File: src/rtl/ahb_pkg.sv
// ahb_pkg
//   Shared AHB definitions used by the arbiter and by any slave model:
//   default bus widths, HTRANS encodings and a small one-hot helper.
package ahb_pkg;

    localparam int AHB_ADDR_W = 8;
    localparam int AHB_DATA_W = 32;

    typedef enum logic [1:0] {
        HTRANS_IDLE   = 2'b00,
        HTRANS_BUSY   = 2'b01,
        HTRANS_NONSEQ = 2'b10,
        HTRANS_SEQ    = 2'b11
    } htrans_e;

    // One-hot encode a requester index (0 -> 2'b01, 1 -> 2'b10).
    function automatic logic [1:0] onehot2(input logic idx);
        return idx ? 2'b10 : 2'b01;
    endfunction

endpackage

File: src/rtl/ahb_rr_arbiter.sv
// ahb_rr_arbiter
//   Two-way round-robin grant selection. Purely combinational.
//   Ports:
//     req_i        [1:0] per-requester request
//     last_grant_i       index of the requester granted most recently
//     grant_o      [1:0] one-hot grant (all zero when nobody requests)
module ahb_rr_arbiter
    import ahb_pkg::*;
(
    input  logic [1:0] req_i,
    input  logic       last_grant_i,
    output logic [1:0] grant_o
);

    always_comb begin
        grant_o = 2'b00;
        case (req_i)
            2'b01:   grant_o = 2'b01;
            2'b10:   grant_o = 2'b10;
            // Both asking: hand the bus to whoever did not have it last.
            2'b11:   grant_o = onehot2(~last_grant_i);
            default: grant_o = 2'b00;
        endcase
    end

endmodule

File: src/rtl/ahb_arbiter.sv
// ahb_arbiter
//   Funnels two simple request/ack clients onto one AHB master port with
//   round-robin arbitration and a pipelined address/data phase, giving one
//   transfer per cycle when the slave keeps hready high.
//   Ports:
//     hclk, hresetn            clock, asynchronous active-low reset
//     req[1:0]                 requests, held until ack
//     addr0/1, write0/1,       per-requester address, direction (1 = write)
//     wdata0/1                 and write data
//     ack[1:0]                 combinational accept strobe
//     done[1:0]                one-cycle pulse when the data phase completes
//     rdata0/1                 read data, updated with done, held otherwise
//     hselx, hwrite, htrans,   AHB master outputs
//     haddr, hwdata
//     hready, hrdata           AHB slave response
module ahb_arbiter
    import ahb_pkg::*;
#(
    parameter int addrWidth = AHB_ADDR_W,
    parameter int dataWidth = AHB_DATA_W
) (
    input  logic                 hclk,
    input  logic                 hresetn,
    input  logic [1:0]           req,
    input  logic [addrWidth-1:0] addr0,
    input  logic [addrWidth-1:0] addr1,
    input  logic                 write0,
    input  logic                 write1,
    input  logic [dataWidth-1:0] wdata0,
    input  logic [dataWidth-1:0] wdata1,
    output logic [1:0]           ack,
    output logic [1:0]           done,
    output logic [dataWidth-1:0] rdata0,
    output logic [dataWidth-1:0] rdata1,
    output logic                 hselx,
    output logic                 hwrite,
    output logic [1:0]           htrans,
    output logic [addrWidth-1:0] haddr,
    output logic [dataWidth-1:0] hwdata,
    input  logic                 hready,
    input  logic [dataWidth-1:0] hrdata
);

    logic [1:0] grant;

    // Address-phase state (bus outputs double as the address-phase record)
    htrans_e              htrans_q, htrans_d;
    logic                 hselx_q,  hselx_d;
    logic [addrWidth-1:0] haddr_q,  haddr_d;
    logic                 hwrite_q, hwrite_d;
    logic                 ap_id_q,  ap_id_d;
    logic [dataWidth-1:0] ap_wdata_q;

    // Data-phase state
    logic                 dp_vld_q,   dp_vld_d;
    logic                 dp_id_q,    dp_id_d;
    logic                 dp_write_q, dp_write_d;
    logic [dataWidth-1:0] hwdata_q,   hwdata_d;

    // Completion and arbitration history
    logic [1:0]           done_q,   done_d;
    logic [dataWidth-1:0] rdata0_q, rdata0_d;
    logic [dataWidth-1:0] rdata1_q, rdata1_d;
    logic                 last_q,   last_d;

    ahb_rr_arbiter u_rr (
        .req_i        (req),
        .last_grant_i (last_q),
        .grant_o      (grant)
    );

    // A request can only be consumed when the bus is advancing.
    assign ack = grant & {2{hready}};

    always_comb begin
        htrans_d   = htrans_q;
        hselx_d    = hselx_q;
        haddr_d    = haddr_q;
        hwrite_d   = hwrite_q;
        ap_id_d    = ap_id_q;
        dp_vld_d   = dp_vld_q;
        dp_id_d    = dp_id_q;
        dp_write_d = dp_write_q;
        hwdata_d   = hwdata_q;
        done_d     = 2'b00;
        rdata0_d   = rdata0_q;
        rdata1_d   = rdata1_q;
        last_d     = last_q;

        // With hready low every stage simply holds.
        if (hready) begin
            // Retire the data phase
            if (dp_vld_q) begin
                done_d[dp_id_q] = 1'b1;
                if (!dp_write_q) begin
                    if (dp_id_q) rdata1_d = hrdata;
                    else         rdata0_d = hrdata;
                end
            end

            // Advance address phase into data phase
            dp_vld_d = (htrans_q == HTRANS_NONSEQ);
            if (htrans_q == HTRANS_NONSEQ) begin
                dp_id_d    = ap_id_q;
                dp_write_d = hwrite_q;
                hwdata_d   = ap_wdata_q;
            end

            // Launch a new address phase, or go idle keeping haddr/hwrite
            if (|ack) begin
                htrans_d = HTRANS_NONSEQ;
                hselx_d  = 1'b1;
                ap_id_d  = ack[1];
                haddr_d  = ack[1] ? addr1  : addr0;
                hwrite_d = ack[1] ? write1 : write0;
                last_d   = ack[1];
            end else begin
                htrans_d = HTRANS_IDLE;
                hselx_d  = 1'b0;
            end
        end
    end

    always_ff @(posedge hclk or negedge hresetn) begin
        if (!hresetn) begin
            htrans_q   <= HTRANS_IDLE;
            hselx_q    <= 1'b0;
            haddr_q    <= '0;
            hwrite_q   <= 1'b0;
            ap_id_q    <= 1'b0;
            dp_vld_q   <= 1'b0;
            dp_id_q    <= 1'b0;
            dp_write_q <= 1'b0;
            hwdata_q   <= '0;
            done_q     <= 2'b00;
            rdata0_q   <= '0;
            rdata1_q   <= '0;
            last_q     <= 1'b1;  // requester 0 wins the first contention
        end else begin
            htrans_q   <= htrans_d;
            hselx_q    <= hselx_d;
            haddr_q    <= haddr_d;
            hwrite_q   <= hwrite_d;
            ap_id_q    <= ap_id_d;
            dp_vld_q   <= dp_vld_d;
            dp_id_q    <= dp_id_d;
            dp_write_q <= dp_write_d;
            hwdata_q   <= hwdata_d;
            done_q     <= done_d;
            rdata0_q   <= rdata0_d;
            rdata1_q   <= rdata1_d;
            last_q     <= last_d;
        end
    end

    // Write data parked for the address phase; only meaningful while a
    // NONSEQ is outstanding, so it carries no reset.
    always_ff @(posedge hclk) begin
        if (|ack) ap_wdata_q <= ack[1] ? wdata1 : wdata0;
    end

    assign htrans = htrans_q;
    assign hselx  = hselx_q;
    assign haddr  = haddr_q;
    assign hwrite = hwrite_q;
    assign hwdata = hwdata_q;
    assign done   = done_q;
    assign rdata0 = rdata0_q;
    assign rdata1 = rdata1_q;

endmodule
File: config.mk
export PLATFORM = sky130hd
export DESIGN_NAME = ahb_arbiter
export DESIGN_NICKNAME = d
export VERILOG_FILES = /design/src/rtl/ahb_pkg.sv /design/src/rtl/ahb_rr_arbiter.sv /design/src/rtl/ahb_arbiter.sv
export SDC_FILE = /design/constraint.sdc
export NUM_CORES = 1
export LEC_CHECK = 0
export ABC_AREA = 1
export CORE_ASPECT_RATIO = 1.75
export CORE_MARGIN = 8
export CORE_UTILIZATION = 45
export CTS_BUF_LIST = sky130_fd_sc_hd__clkbuf_8
export CTS_CLUSTER_SIZE = 12
export DETAILED_ROUTE_END_ITERATION = 12
export PLACE_DENSITY_LB_ADDON = 0.1
export SYNTH_ARGS = -nofsm -noshare
export SYNTH_HDL_FRONTEND = slang
export SYNTH_SLANG_ARGS = --single-unit
File: constraint.sdc
create_clock -name hclk -period 1.6 [get_ports hclk]
set_clock_uncertainty 0.15 [all_clocks]
set_input_delay 0.24 -clock hclk [delete_from_list [all_inputs] [get_ports hclk]]
set_output_delay 0.24 -clock hclk [all_outputs]
set_load 0.02 [all_outputs]
Word level (Yosys, flattened, before mapping)
Cells that the tools add are included.
{ "totals": {"ff_bits": 147, "output_inout_bits": 112} }
{ "classes": {"order_cmp": 2, "reduce_logical": 6, "n_bitwise": 3, "n_eq_ne": 4, "muxes": 11} }
{ "ops": {"columns": ["cell", "n"], "rows": [
  ["two-way mux 32 bit", 1],
  ["two-way mux 2 bit", 4],
  ["two-way mux 8 bit", 1],
  ["AND reduction 4 bit", 2],
  ["equality test 2 bit, second input constant", 3],
  ["one-hot mux 2 bit (3 select lines)", 1],
  ["AND reduction 2 bit", 2],
  ["two-way mux 1 bit", 3],
  ["bitwise AND 2 bit", 1],
  ["equality test 2 x 1 -> 1 bit, second input constant", 1],
  ["< comparator 1 x 2 -> 1 bit, second input constant", 1],
  ["NOT 1 bit", 2],
  ["OR reduction 2 bit", 1],
  ["demux 1 bit (select 1 bit)", 1],
  [">= comparator 1 bit, second input constant", 1],
  ["logical AND 1 bit", 1]
]} }

Longest topological paths before layout
{ "logic_depth": {"ltp_word": 6, "ltp_mapped": 7, "ltp_nobuf": 5} }

Hierarchy
A second synthesis with hierarchy kept.
{ "hier_totals": {"hier_cells": 661, "area_unflattened_um2": 6000.8} }
{ "modules_own_cells": {"columns": ["module", "area_per_inst_um2", "seq_area_each_um2", "cells_per_inst", "instances"], "rows": [
  ["ahb_arbiter", 5979.5, 3789.9, 656, 1],
  ["ahb_rr_arbiter", 21.3, 0.0, 5, 1]
]} }

Worst setup path after synthesis
OpenSTA, ideal clock, no wires.
{ "synth_path": {"path_type": "input to register", "start": "in hready", "end": "reg ap_wdata_q[0], enable pin", "n_path_buf": 1, "t_arrival_ps": 1202, "slack_ps": -142, "path_stages": 3, "path_cell_list": "buf_4 > nand2_1 > nand2_1"} }
{ "synth_via": {"elab_chain_cells": 2} }
{ "synth_rtl": {"columns": ["item", "line_no", "text"], "rows": [
  ["start: declaration", "ahb_arbiter.sv:40", "input logic hready,"],
  ["bitwise AND 2 bit", "ahb_arbiter.sv:73", "assign ack = grant & {2{hready}};"],
  ["OR reduction 2 bit", "ahb_arbiter.sv:159", "if (|ack) ap_wdata_q <= ack[1] ? wdata1 : wdata0;"],
  ["end signal: assignment", "ahb_arbiter.sv:159", null],
  ["end: declaration", "ahb_arbiter.sv:52", "logic [dataWidth-1:0] ap_wdata_q;"]
]} }
Every way passes these cells.
A chain may end at the register's enable or synchronous reset.

Worst setup path in the final report
{ "layout_path": {"start": "reg last_q", "end": "out ack[1]"} }
{ "layout_via": {"elab_chain_cells": 3} }
{ "layout_rtl": {"columns": ["item", "line_no", "text"], "rows": [
  ["start: declaration", "ahb_arbiter.sv:64", "logic last_q, last_d;"],
  ["start signal: assignment", "ahb_arbiter.sv:152", "last_q <= last_d;"],
  ["two-way mux 2 bit", "ahb_pkg.sv:18", "return idx ? 2'b10 : 2'b01;"],
  ["one-hot mux 2 bit (3 select lines)", "ahb_rr_arbiter.sv:17", "case (req_i)"],
  ["bitwise AND 2 bit", "ahb_arbiter.sv:73", null],
  ["end: declaration", "ahb_arbiter.sv:31", "output logic [1:0] ack,"]
]} }
Every way passes these cells.

==> results summary <==
The run finished, with violations left. The checks that failed: setup timing. The share of flip-flops with an asynchronous set or reset after synthesis came out at 0.7793. The cell count after synthesis came out at 640. In this run the critical register-to-register path is launched from last_q. IR analysis of the VDD net gives a maximum drop of approximately 0.56 mV.

The minimum clock period came out at about 1.7 ns. The first global-routing pass estimated 27.95 mm of wire. The combinational family with the most area after synthesis is simple AND/OR/NAND/NOR gates. Setup repair after global routing could not meet its margin everywhere. The number of cells traversed by the worst register-to-register path came out at 6. Summed over all layers, the global routing overflow is 0. The accumulated negative setup slack is -0.1322 ns. The Yosys step of the flow raised 0 warnings. The number of cells in the design after placement came out at approximately 1000. Of the post-synthesis cell area, the part taken by muxes is 0. The first TritonRoute pass finished after 5 iterations.

The full die area is between 15000 and 20000 µm². The library cell used most frequently in the layout, excluding fill and tap cells, is nand2_1. The combined area of all synthesized cells came out at between 5000 and 6000 µm². Entering global routing, the biggest net connects 44 pins. The final critical-path setup slack came out at -0.06868 ns.

The xor and xnor fraction of the mapped netlist area is 0. The clock slew seen by the registers of the worst setup and hold paths came out at 0.08 ns. Compared with the post-synthesis result, the final layout area differs by 50.92%. For this run, the leading register cell type out of synthesis is dfrtp_1. The number of global-route vias before repair came out at around 5600. The fmax came out at 599.3 MHz. Of the total synthesized cell area, the portion taken by full adders, half adders and majority gates is 0. Synthesis inferred around 150 register bits. Along the worst path, the maximum fanout reaches 2. The count of routing violations after the opening detailed-route iteration is around 210.

The vertical die dimension came out at 167.9 µm. The cell area power density is roughly 1500 nW/µm². The setup check on the worst reg-to-reg path leaves a slack of 0.01 ns. Synthesis produced a netlist with a net count of about 760.

The maximum buffer depth of the clock tree came out at 2. The number of core rows came out at 55. The worst setup path is launched from a register. The die boundary width is roughly 100 µm. The number of clock sinks is roughly 150. In this run the worst setup path begins at last_q. The timing endpoint of the critical path is ack[1]. The share of the synthesized area in compound gates (AO/OA/AOI/OAI) is 0.006119.

The routed wire length came out at ~18 mm. The count of filler cells inserted in the layout is 1059. In this run the critical register-to-register path is captured at ap_wdata_q[28]. The number of hold violations in the final report came out at 0.

The type of element capturing the critical path is a primary output. The count of distinct cell types in the synthesized netlist came out at 20. During placement, the flow inserted port buffers numbering about 230. The count of vias placed by the detailed router came out at roughly 5200. The top cell types in the final layout, fill and taps aside, are nand2_1, nand3_1, clkdlybuf4s50_1, dfrtp_1, dlygate4sd2_1.

The remaining routing DRC violations is 0. The count of endpoints failing setup in the final report came out at 2. A synthesized cell averages slightly above 9 µm². The HPWL after detailed placement is 13.49 mm. Dividing the detail-routed wire length by the instance count gives approximately 17 µm. TritonCTS built the clock tree.

Across all hold checks on the routed design, the worst slack comes to 0.1288 ns. The type of the setup path with the least slack is reg -> out. The total global-route track usage came out at 0.2096. Clock tree synthesis inserted a total of 17 buffers.

The detailed-route vias per instance is around 4.9. In this run the static leakage power is roughly 4.5 nW. The total count of max-transition violations in the final report is 0. The cell sitting at the root of the clock tree is a clkbuf_8. The critical path arrival is about 1.3 ns. The layout cell share with drive strength beyond 1 is 0.09193. The congestion estimate from routability-driven global placement came to about 0.84. The number of nets with antenna violations after detailed routing is 0.

The total core area came out at 12940 µm². The final cycle utilization of the critical path is 1.043. The simple-gate share of the synthesized area is 0.3121. The repair_antennas step left the layout with diodes totalling 0. 231 I/O pins were placed. STA puts the critical path data required time at around 1.2 ns. The starting density of the core came out at 0.4583. The post-layout net count is between 900 and 1000. Counting flops with a built-in enable in the synthesized netlist gives 32. The number of max-capacitance violations reported is 0. The H-tree level count is 4. The insertion delay to the later sink of the worst-skew pair came out at 0.43 ns.

The count of cells in the finished layout, fillers not included, comes to roughly 1100. The sequential element share of the synthesized area came out at 0.6392. The path type of the worst min-delay path is in -> async.

The initial antenna violation count is 0.
==> registers in the layout, summed over array words and instances, names as in the netlist <==
register / count
hwrite: 1
ap_wdata_q: 32
haddr: 8
last_q: 1
dp_write_q: 1
hselx: 1
ap_id_q: 1
rdata0: 32
dp_vld_q: 1
done: 2
rdata1: 32
hwdata: 32
dp_id_q: 1
==> logic make-up after synthesis <==
group           after synthesis
other cells                   1
compound gates                5
buf+inv                      46
flops                       145
simple gates                443
==> synthesized netlist by cell type, types with 2 or more instances <==
master / count / area [µm²]
nand2_1: 302 / 1134
edfxtp_1: 32 / 960.9
buf_2: 25 / 125.1
nor2_1: 3 / 11.26
inv_1: 4 / 15.01
buf_6: 3 / 33.78
inv_2: 2 / 7.510
o21ai_0: 3 / 15.01
nand3_1: 134 / 670.6
dfrtp_1: 112 / 2803
nand2_4: 2 / 22.52
clkbuf_1: 5 / 18.77
buf_4: 6 / 45.04
==> critical path, stage by stage (launching register included) <==
cell,delay [ns]
dfstp_2,0.55
buf_6,0.11
a21oi_4,0.06
buf_6,0.14
==> cell type report <==
class / instances / area, µm² / area share
Clock buffer: 20 / 275.3 / 0.03076
Clock inverter: 12 / 202.7 / 0.02265
Tap cell: 171 / 214.0 / 0.02391
Multi-Input combinational cell: 449 / 1899 / 0.2122
Inverter: 7 / 26.28 / 0.002936
Timing Repair Buffer: 259 / 2541 / 0.2840
Sequential cell: 145 / 3790 / 0.4235
==> report_power, final <==
part	total, mW	internal [mW]	switching [mW]
combinational	4.49	1.78	2.71
sequential	5.38	4.81	0.573
clock	3.37	1.99	1.38
==> worst min path at each step <==
| stage | start | slack [ns] | end | cells past startpoint |
|---|---|---|---|---|
| final | hresetn | 0.13 | hwrite | 2 |
| after global routing | hresetn | 0.13 | hwrite | 2 |
| after CTS | hresetn | 0.11 | haddr[2] | 2 |
| after detailed placement | hresetn | 0.05 | done[1] | 1 |
| after global placement | hresetn | 0.04 | done[1] | 1 |
| after floorplan | hresetn | -0.21 | ap_id_q | 0 |
==> metal layers <==
metal  routed length, µm  track usage  vias up
met3                1334      0.06650       38
met2                9461       0.3773      213
met5                   0            0        -
met4                 541      0.08676        0
li1                    -            -     2546
met1                6348       0.2137     2435
==> per-stage QoR <==
stage,cell area [µm²],utilization,setup WS [ns],total power [mW]
after floorplan,5932,-,0.1522,7.679
after global placement,8538,0.6600,-0.5473,10.46
after detailed placement,8538,0.6600,-0.5492,10.61
after CTS,8909,0.6886,-0.1151,13.31
after global routing,8949,0.6917,-0.1224,13.94
final,8949,0.6917,-0.06868,13.25
==> repair_timing <==
| action | 4_1_cts | 5_1_grt |
|---|---|---|
| hold endpoints to repair | 113 | 0 |
| setup buffers | 0 | 1 |
| setup endpoints to repair | 141 | 143 |
| gates resized for setup | 130 | 57 |
| pin swaps | 0 | 1 |
| hold buffers | 1 | 0 |
Power figures use the tool's default switching activity.
